===== config.mk =====
export PLATFORM = sky130hd
export DESIGN_NAME = exi_cmd_ctrl_flat
export DESIGN_NICKNAME = d
export VERILOG_FILES = /design/src/rtl/exi_cmd_ctrl_if.sv /design/src/rtl/exi_cmd_ctrl.sv /design/src/flat_wrapper.sv
export SDC_FILE = /design/constraint.sdc
export NUM_CORES = 1
export LEC_CHECK = 0
export CORE_ASPECT_RATIO = 1.25
export CORE_UTILIZATION = 40
export CTS_CLUSTER_DIAMETER = 100
export DETAILED_ROUTE_END_ITERATION = 10
export PLACE_DENSITY_LB_ADDON = 0.3
export SKIP_LAST_GASP = 1
export SLEW_MARGIN = 20
export SYNTH_ARGS = -nofsm -noshare
export SYNTH_HDL_FRONTEND = slang
export SYNTH_SLANG_ARGS = --single-unit
export TNS_END_PERCENT = 5

===== constraint.sdc =====
create_clock -name clk -period 4.25 [get_ports clk]
set_input_delay 0.85 -clock clk [delete_from_list [all_inputs] [get_ports clk]]
set_output_delay 0.85 -clock clk [all_outputs]
set_load 0.02 [all_outputs]

===== src/rtl/exi_cmd_ctrl_if.sv =====
// SPI-side byte stream and buffer-RAM port bundle for the EXI command sequencer.
// Handshake: frame_start, frame_end and rx_valid are single-cycle pulses with no
// back-pressure (no ready). rx_byte is meaningful only while rx_valid is high.
// ram_we/ram_re are single-cycle strobes qualified by ram_addr/ram_wdata, and
// ram_rdata answers a ram_re strobe on the following cycle.
interface exi_cmd_ctrl_if #(
    parameter int ADDR_W = 8
) ();
    logic              frame_start;
    logic              frame_end;
    logic              rx_valid;
    logic [7:0]        rx_byte;
    logic [7:0]        tx_byte;
    logic [ADDR_W-1:0] ram_addr;
    logic [7:0]        ram_wdata;
    logic              ram_we;
    logic              ram_re;
    logic [7:0]        ram_rdata;

    // Environment side: deserializer pulses out, RAM read data out.
    modport master (
        output frame_start, frame_end, rx_valid, rx_byte, ram_rdata,
        input  tx_byte, ram_addr, ram_wdata, ram_we, ram_re
    );

    // Sequencer side.
    modport slave (
        input  frame_start, frame_end, rx_valid, rx_byte, ram_rdata,
        output tx_byte, ram_addr, ram_wdata, ram_we, ram_re
    );
endinterface


===== src/rtl/exi_cmd_ctrl.sv =====
// EXI command sequencer: decodes CS-framed command/address/data bytes, drives
// buffer-RAM reads and writes with address auto-increment and supplies the
// next MISO byte. All outputs are registered.
module exi_cmd_ctrl #(
    parameter int         ADDR_W    = 8,
    parameter logic [7:0] DEV_ID    = 8'hA5,
    parameter logic [7:0] IDLE_BYTE = 8'hFF
) (
    input  logic           clk,
    input  logic           rst,
    exi_cmd_ctrl_if.slave  bus,
    output logic           busy,
    output logic [7:0]     frame_cnt,
    output logic [2:0]     dbg_state
);

    typedef enum logic [2:0] {
        S_IDLE = 3'd0,
        S_CMD  = 3'd1,
        S_ADDR = 3'd2,
        S_WR   = 3'd3,
        S_RD   = 3'd4,
        S_TAIL = 3'd5
    } state_t;

    state_t            state, state_nxt, st_eff;
    logic              is_read, is_read_nxt;
    logic              got_byte, got_nxt;
    logic              err_short, err_nxt;
    logic [ADDR_W-1:0] ptr, ptr_nxt;
    logic [7:0]        tx_nxt;
    logic [ADDR_W-1:0] addr_nxt;
    logic [7:0]        wdata_nxt;
    logic              we_nxt, re_nxt;
    logic [7:0]        cnt_nxt;
    // Prefetch pipeline: rd_p1 marks the cycle ram_re is high, rd_p2 the
    // cycle ram_rdata is valid and gets captured into tx_byte.
    logic              rd_p1, rd_p1_nxt;
    logic              rd_p2, rd_p2_nxt;
    logic              abort;

    assign busy      = (state != S_IDLE);
    assign dbg_state = state;

    // State and output registers; reset cancels any pending strobe or prefetch.
    always_ff @(posedge clk) begin
        if (rst) begin
            state         <= S_IDLE;
            is_read       <= 1'b0;
            got_byte      <= 1'b0;
            err_short     <= 1'b0;
            ptr           <= '0;
            frame_cnt     <= 8'd0;
            rd_p1         <= 1'b0;
            rd_p2         <= 1'b0;
            bus.tx_byte   <= IDLE_BYTE;
            bus.ram_addr  <= '0;
            bus.ram_wdata <= 8'd0;
            bus.ram_we    <= 1'b0;
            bus.ram_re    <= 1'b0;
        end else begin
            state         <= state_nxt;
            is_read       <= is_read_nxt;
            got_byte      <= got_nxt;
            err_short     <= err_nxt;
            ptr           <= ptr_nxt;
            frame_cnt     <= cnt_nxt;
            rd_p1         <= rd_p1_nxt;
            rd_p2         <= rd_p2_nxt;
            bus.tx_byte   <= tx_nxt;
            bus.ram_addr  <= addr_nxt;
            bus.ram_wdata <= wdata_nxt;
            bus.ram_we    <= we_nxt;
            bus.ram_re    <= re_nxt;
        end
    end

    // Next state and outputs: the received byte is processed first, then a
    // frame end (or a restart via frame_start) closes the frame.
    always_comb begin
        state_nxt   = state;
        st_eff      = state;
        is_read_nxt = is_read;
        got_nxt     = got_byte;
        err_nxt     = err_short;
        ptr_nxt     = ptr;
        cnt_nxt     = frame_cnt;
        tx_nxt      = bus.tx_byte;
        addr_nxt    = bus.ram_addr;
        wdata_nxt   = bus.ram_wdata;
        we_nxt      = 1'b0;
        re_nxt      = 1'b0;
        rd_p1_nxt   = 1'b0;
        rd_p2_nxt   = rd_p1;
        abort       = (bus.frame_end || bus.frame_start) && (state != S_IDLE);

        if (bus.rx_valid && state != S_IDLE) begin
            got_nxt = 1'b1;
            case (state)
                S_CMD: begin
                    case (bus.rx_byte[7:6])
                        2'b00: begin
                            tx_nxt = DEV_ID;
                            st_eff = S_TAIL;
                        end
                        2'b11: begin
                            tx_nxt  = {err_short, 7'b0};
                            err_nxt = 1'b0;
                            st_eff  = S_TAIL;
                        end
                        default: begin
                            is_read_nxt = (bus.rx_byte[7:6] == 2'b01);
                            st_eff      = S_ADDR;
                        end
                    endcase
                end
                S_ADDR: begin
                    ptr_nxt = bus.rx_byte[ADDR_W-1:0];
                    if (is_read) begin
                        re_nxt    = 1'b1;
                        addr_nxt  = bus.rx_byte[ADDR_W-1:0];
                        rd_p1_nxt = 1'b1;
                        st_eff    = S_RD;
                    end else begin
                        st_eff = S_WR;
                    end
                end
                S_WR: begin
                    we_nxt    = 1'b1;
                    addr_nxt  = ptr;
                    wdata_nxt = bus.rx_byte;
                    ptr_nxt   = ptr + 1'b1;
                end
                S_RD: begin
                    re_nxt    = 1'b1;
                    addr_nxt  = ptr;
                    rd_p1_nxt = 1'b1;
                end
                default: ;
            endcase
        end

        // Prefetched data lands in tx_byte and the pointer moves on.
        if (rd_p2 && !abort) begin
            tx_nxt  = bus.ram_rdata;
            ptr_nxt = ptr + 1'b1;
        end

        state_nxt = st_eff;

        if (abort) begin
            // Any prefetch still in flight is dropped; a write already
            // registered completes on its own.
            tx_nxt    = IDLE_BYTE;
            rd_p1_nxt = 1'b0;
            rd_p2_nxt = 1'b0;
            got_nxt   = 1'b0;
            if ((st_eff == S_CMD || st_eff == S_ADDR) && got_nxt == 1'b0 && (got_byte || bus.rx_valid)) begin
                err_nxt = 1'b1;
            end else begin
                cnt_nxt = frame_cnt + 8'd1;
            end
            state_nxt = bus.frame_start ? S_CMD : S_IDLE;
        end else if (state == S_IDLE) begin
            if (bus.frame_end) begin
                tx_nxt = IDLE_BYTE;
            end
            if (bus.frame_start) begin
                state_nxt = S_CMD;
                got_nxt   = 1'b0;
            end
        end
    end

endmodule


===== src/flat_wrapper.sv =====
// flat-port wrapper written by rule: the top's interface ports become plain ports
module exi_cmd_ctrl_flat 
#(
    parameter int         ADDR_W    = 8,
    parameter logic [7:0] DEV_ID    = 8'hA5,
    parameter logic [7:0] IDLE_BYTE = 8'hFF
)
  (clk, rst, busy, frame_cnt, dbg_state, bus_frame_start, bus_frame_end, bus_rx_valid, bus_rx_byte, bus_ram_rdata, bus_tx_byte, bus_ram_addr, bus_ram_wdata, bus_ram_we, bus_ram_re);
  exi_cmd_ctrl_if #(.ADDR_W(ADDR_W)) bus_i ();
  input  logic clk;
  input  logic rst;
  output logic busy;
  output logic [7:0] frame_cnt;
  output logic [2:0] dbg_state;
  input wire logic [$bits(bus_i.frame_start)-1:0] bus_frame_start;
  input wire logic [$bits(bus_i.frame_end)-1:0] bus_frame_end;
  input wire logic [$bits(bus_i.rx_valid)-1:0] bus_rx_valid;
  input wire logic [$bits(bus_i.rx_byte)-1:0] bus_rx_byte;
  input wire logic [$bits(bus_i.ram_rdata)-1:0] bus_ram_rdata;
  output wire logic [$bits(bus_i.tx_byte)-1:0] bus_tx_byte;
  output wire logic [$bits(bus_i.ram_addr)-1:0] bus_ram_addr;
  output wire logic [$bits(bus_i.ram_wdata)-1:0] bus_ram_wdata;
  output wire logic [$bits(bus_i.ram_we)-1:0] bus_ram_we;
  output wire logic [$bits(bus_i.ram_re)-1:0] bus_ram_re;
  assign bus_i.frame_start = bus_frame_start;
  assign bus_i.frame_end = bus_frame_end;
  assign bus_i.rx_valid = bus_rx_valid;
  assign bus_i.rx_byte = bus_rx_byte;
  assign bus_i.ram_rdata = bus_ram_rdata;
  assign bus_tx_byte = bus_i.tx_byte;
  assign bus_ram_addr = bus_i.ram_addr;
  assign bus_ram_wdata = bus_i.ram_wdata;
  assign bus_ram_we = bus_i.ram_we;
  assign bus_ram_re = bus_i.ram_re;
  exi_cmd_ctrl #(.ADDR_W(ADDR_W), .DEV_ID(DEV_ID), .IDLE_BYTE(IDLE_BYTE)) u_core (.clk(clk), .rst(rst), .bus(bus_i), .busy(busy), .frame_cnt(frame_cnt), .dbg_state(dbg_state));
endmodule

**Word level (Yosys, flattened, before mapping)**

Cells that the tools add are included.

- Add/subtract/negate cells: 2
- Equality and inequality tests: 9
- Muxes and demuxes: 31
- Bitwise logic cells: 3
- Reductions and logical operators: 23

Operators by type and width:

| kind | count |
|---|---|
| 8-bit 2-to-1 mux | 8 |
| 8-bit one-hot mux with 2 select lines | 3 |
| 3-bit 2-to-1 mux | 6 |
| 8-bit by 1-bit adder with 8-bit output, second input constant | 2 |
| 1-bit 2-to-1 mux | 12 |
| 3-bit by 2-bit == test with 1-bit output, second input constant | 3 |
| 2-bit OR reduction | 4 |
| 3-bit by 1-bit == test with 1-bit output, second input constant | 2 |
| 3-bit one-hot mux with 2 select lines | 1 |
| 2-bit AND reduction | 3 |
| 3-bit AND reduction | 2 |
| 3-bit nonzero test | 2 |
| 1-bit logical AND | 4 |
| 2-bit nonzero test | 2 |
| 3-bit == test, second input constant | 1 |
| 3-bit zero test | 1 |
| 1-bit logical OR | 3 |
| 1-bit NOT | 3 |
| 2-bit by 1-bit == test with 1-bit output, second input constant | 1 |
| 2-bit == test, second input constant | 1 |
| 2-bit zero test | 1 |
| 2-bit by 1-bit inequality test with 1-bit output, second input constant | 1 |
| 1-bit one-hot mux with 2 select lines | 1 |
| 1-bit zero test | 1 |

- Register bits: 50
- Bits of input ports: 21
- Output and inout port bits: 38
- Word-level logic and storage cells: 81

**Depth between registers and ports, before layout**

- Depth in word-level cells: 10
- Depth in mapped cells: 8
- Depth with buffers taken out: 7

**Least setup slack after synthesis**

No wires, ideal clock.

- Path kind: input-to-reg
- From: input bus_rx_byte[7]
- To: register u_core.frame_cnt[6]
- Arrival time: 2.322 ns
- Required time: 4.129 ns
- Path slack: 1.807 ns
- Cell stages on the path: 7
- Buffers on the path: 0
- Path through: inv_1 -> ha_1 -> and4bb_1 -> nor3_2 -> a31oi_4 -> nand3_1 -> mux2_4

- Word-level cells in the longest chain between the ends: 10
- Elaborated cells on any way between the ends: 12

RTL lines:

| item | RTL line | text |
|---|---|---|
| start, declared | flat_wrapper.sv:18 | `input wire logic [$bits(bus_i.rx_byte)-1:0] bus_rx_byte;` |
| 2-bit == test or 2-bit zero test (tied branches) | exi_cmd_ctrl.sv:101 | `case (bus.rx_byte[7:6])` |
| 2-bit OR reduction (no line) * | - |  |
| 3-bit 2-to-1 mux * | exi_cmd_ctrl.sv:101 |  |
| 3-bit one-hot mux with 2 select lines * | exi_cmd_ctrl.sv:99 | `case (state)` |
| 3-bit 2-to-1 mux * | exi_cmd_ctrl.sv:97 | `if (bus.rx_valid && state != S_IDLE) begin` |
| 3-bit by 1-bit == test with 1-bit output or 3-bit by 2-bit == test with 1-bit output (tied branches) | exi_cmd_ctrl.sv:158 | `if ((st_eff == S_CMD \|\| st_eff == S_ADDR) && got_nxt == 1'b0 && (got_byte \|\| bus.rx_valid)) begin` |
| 1-bit logical OR * | exi_cmd_ctrl.sv:158 |  |
| 1-bit logical AND * | exi_cmd_ctrl.sv:158 |  |
| 1-bit NOT (no line) * | - |  |
| 2-bit AND reduction (no line) * | - |  |
| end signal, assigned | exi_cmd_ctrl.sv:67 | `frame_cnt <= cnt_nxt;` |
| end, declared | exi_cmd_ctrl.sv:13 | `output logic [7:0] frame_cnt,` |

Every way passes the cells marked *; elsewhere a longest branch is shown, timed or not.
A chain may end at the register's enable or synchronous reset.

**Worst setup path in the final report**

- From: input bus_rx_byte[6]
- To: register u_core.frame_cnt[6]

The elaborated chain is that of the path after synthesis.

==> run metrics <==
status=complete, no violations; Resize count post-CTS=0; top cell type's share of synthesized area=0.3951; critical path fanouts, max=10; Starting Density=0.4136; Yosys cell types=54; flop-to-flop setup slack=1.88 ns; die area=between 6000 and 7000 sq um; Yosys top cell by area=dfxtp_1; endpoints failing hold=0; largest net degree at the start of global routing=46; clock-pin slew of the registers on the worst-case setup and hold paths=0.10 ns; sequential area share after synthesis=0.3951; PnR worst setup slack=approximately 1.4 ns; cts hold-fix bufs=0; clk_skew=0.008914 ns; crit path time final=2.882 ns; share of cells above drive strength 1=0.09467; RSZ-0062 raised after global routing=false; r2r worst-path depth=6; initial antenna violation count=0; WHS Path Cells=2; Power Density=285.7 nW/um^2; Vias=2192; # DRC=0; Clock Sinks=50; DRT iter0 DRCs=approximately 110; worst skew pair latency=0.31 ns; first-pass GRT wire length=between 10 and 15 mm; Tcrit/Tclk final=0.6782; most frequent cells in the layout=58 x clkdlybuf4s50_1, 50 x dfxtp_1, 40 x nand2_1; Worst Hold End=u_core.bus.ram_wdata[2]; VDD IR max=about 160 uV; Hold WC Path Type=register to register; Final GP Congestion=~0.80; row count=32; Max-slew headroom=0.3751; hpwl dp=roughly 4.3 mm; Die Ht=just over 90 um; Achievable Freq=approximately 350 MHz; Worst Path Arrival=3.09 ns; Core Region=just over 6000 sq um; final wirelength=approximately 6 mm; dpl ws=about 1 ns; max-slew violations=0; Pwr Total=slightly above 0.9 mW; Syn Nets=312; syn_area_per_cell=8.859 sq um; post-CTS setup repair buffer count=0; crit end category=register; CTS tree=yes; H-tree levels=2; Crit path required time=roughly 4.5 ns; Net count, final=363; IO buf count=58; r2r endpoint=u_core.ptr[7]; GRT Overall Usage=0.1953; Max-Cap Viols=0; setup tns final=0 ns; Netlist Area Pre-Place=2534 sq um; Syn. warnings=0; DR WL/cell=roughly 14 um; vias in the first global route=around 2100; Root Buffer=clkbuf_8; HP Start=u_core.bus.ram_wdata[2]; Pre-antenna DRT Iters=4; top cells by area, synth=dfxtp_1 40%, nand2_1 5.9%, mux2_4 5.3%; Leakage=approximately 1.3 nW; CTS Buffer Depth=2; die width=73.19 um; vias per cell=between 5 and 6; ys async rst share=0; Area Growth Syn to Fin=28.40%; ant diodes=0; DRT antenna net count=0; Worst-Margin Slew=0.9373 ns; CP Launch Type=input pin; Post-synth EDFFs=0; #FFs+latches synth=50; grt ovf=0; endpoints failing setup=0; Post-Syn Instances=roughly 290; main flop type after synthesis=dfxtp_1; I/O Pins=59; commonest non-fill, non-tap cell in the layout=clkdlybuf4s50_1; Setup CP Type=input pin to register; RR Startpoint=u_core.dbg_state[1]; CTS buffer count=5
-- flip-flops by register name, summed over array words and instances, names as in the netlist --
name,count
u_core.ptr,8
u_core.bus.ram_re,1
u_core.dbg_state,3
u_core.err_short,1
u_core.is_read,1
u_core.bus.ram_we,1
u_core.got_byte,1
u_core.bus.ram_addr,8
u_core.rd_p1,1
u_core.frame_cnt,8
u_core.rd_p2,1
u_core.bus.tx_byte,8
u_core.bus.ram_wdata,8
-- critical path, stage by stage --
cell and delay [ns]:
clkdlybuf4s50_1 0.56, inv_1 0.08, ha_1 0.38, and4bb_1 0.25, nor3_2 0.29, a31oi_4 0.21, nand3_1 0.17, mux2_4 0.30
-- area by class of cell --
| cell class | count | area (sq um) |
|---|---|---|
| Fill cell | 590 | 2873 |
| Multi-Input combinational cell | 213 | 1411 |
| Timing Repair Buffer | 60 | 595.6 |
| Sequential cell | 50 | 1001 |
| Tap cell | 85 | 106.4 |
| Clock buffer | 5 | 68.82 |
| Clock inverter | 3 | 43.79 |
| Inverter | 7 | 26.28 |
-- cell usage after synthesis (3+ instances only) --
master / number
a21oi_1: 24
nor2b_1: 9
mux2i_1: 12
dfxtp_1: 50
nand3_1: 18
clkbuf_1: 7
o2bb2ai_1: 3
o21ai_0: 11
a31oi_1: 3
inv_1: 7
nor2_1: 26
ha_1: 5
nand2_1: 40
buf_6: 3
and3_1: 3
mux2_4: 9
o21ai_1: 3
nor3_1: 4
buf_2: 4
-- per-stage QoR --
| step | hold WS, ns | cells | util | cell area (sq um) |
|---|---|---|---|---|
| after detailed placement | 0.4492 | 415 | 0.5127 | 3141 |
| after floorplan | 0.4376 | 286 | - | 2534 |
| final | 0.4603 | 423 | 0.5310 | 3253 |
| after CTS | 0.4645 | 423 | 0.5310 | 3253 |
| after global routing | 0.4797 | 423 | 0.5310 | 3253 |
| after global placement | 0.4461 | 415 | 0.5127 | 3141 |
-- per-layer routing --
metal | routed length [um] | vias up | GRT usage
met5 | 0 | - | 0
met4 | 184 | 0 | 0.08333
met3 | 254 | 12 | 0.04218
met2 | 3111 | 54 | 0.3410
met1 | 2438 | 1024 | 0.2234
li1 | - | 1102 | -
-- power by group --
| part | switching, mW | internal, mW |
|---|---|---|
| logic | 0.0521 | 0.0521 |
| registers | 0.00898 | 0.474 |
| clock network | 0.166 | 0.177 |
| total | 0.227 | 0.702 |
-- how the worst max path moves through the flow --
stage,from,to,slack (ns),cells past startpoint
2_1_floorplan,bus_rx_byte[7],u_core.frame_cnt[6],1.81,7
5_1_grt,bus_rx_byte[6],u_core.frame_cnt[6],1.23,8
3_5_place_dp,bus_rx_byte[6],u_core.frame_cnt[6],1.02,8
3_3_place_gp,bus_rx_byte[6],u_core.frame_cnt[3],1.08,8
6_report,bus_rx_byte[6],u_core.frame_cnt[6],1.37,8
4_1_cts,bus_rx_byte[6],u_core.frame_cnt[6],1.36,8
-- cells by family (layout without fill, tap and decap cells) --
logic type,after synthesis,in the layout,synth area share
AO/OA/AOI/OAI,64,64,0.1763
adder cells (fa/ha/maj),5,5,0.02469
XOR/XNOR,1,1,0.003457
buffers and inverters,23,75,0.04790
AND/OR/NAND/NOR,122,122,0.2518
flip-flops,50,50,0.3951
multiplexers,21,21,0.1007
Note: power is estimated with default switching activity, not from simulation.
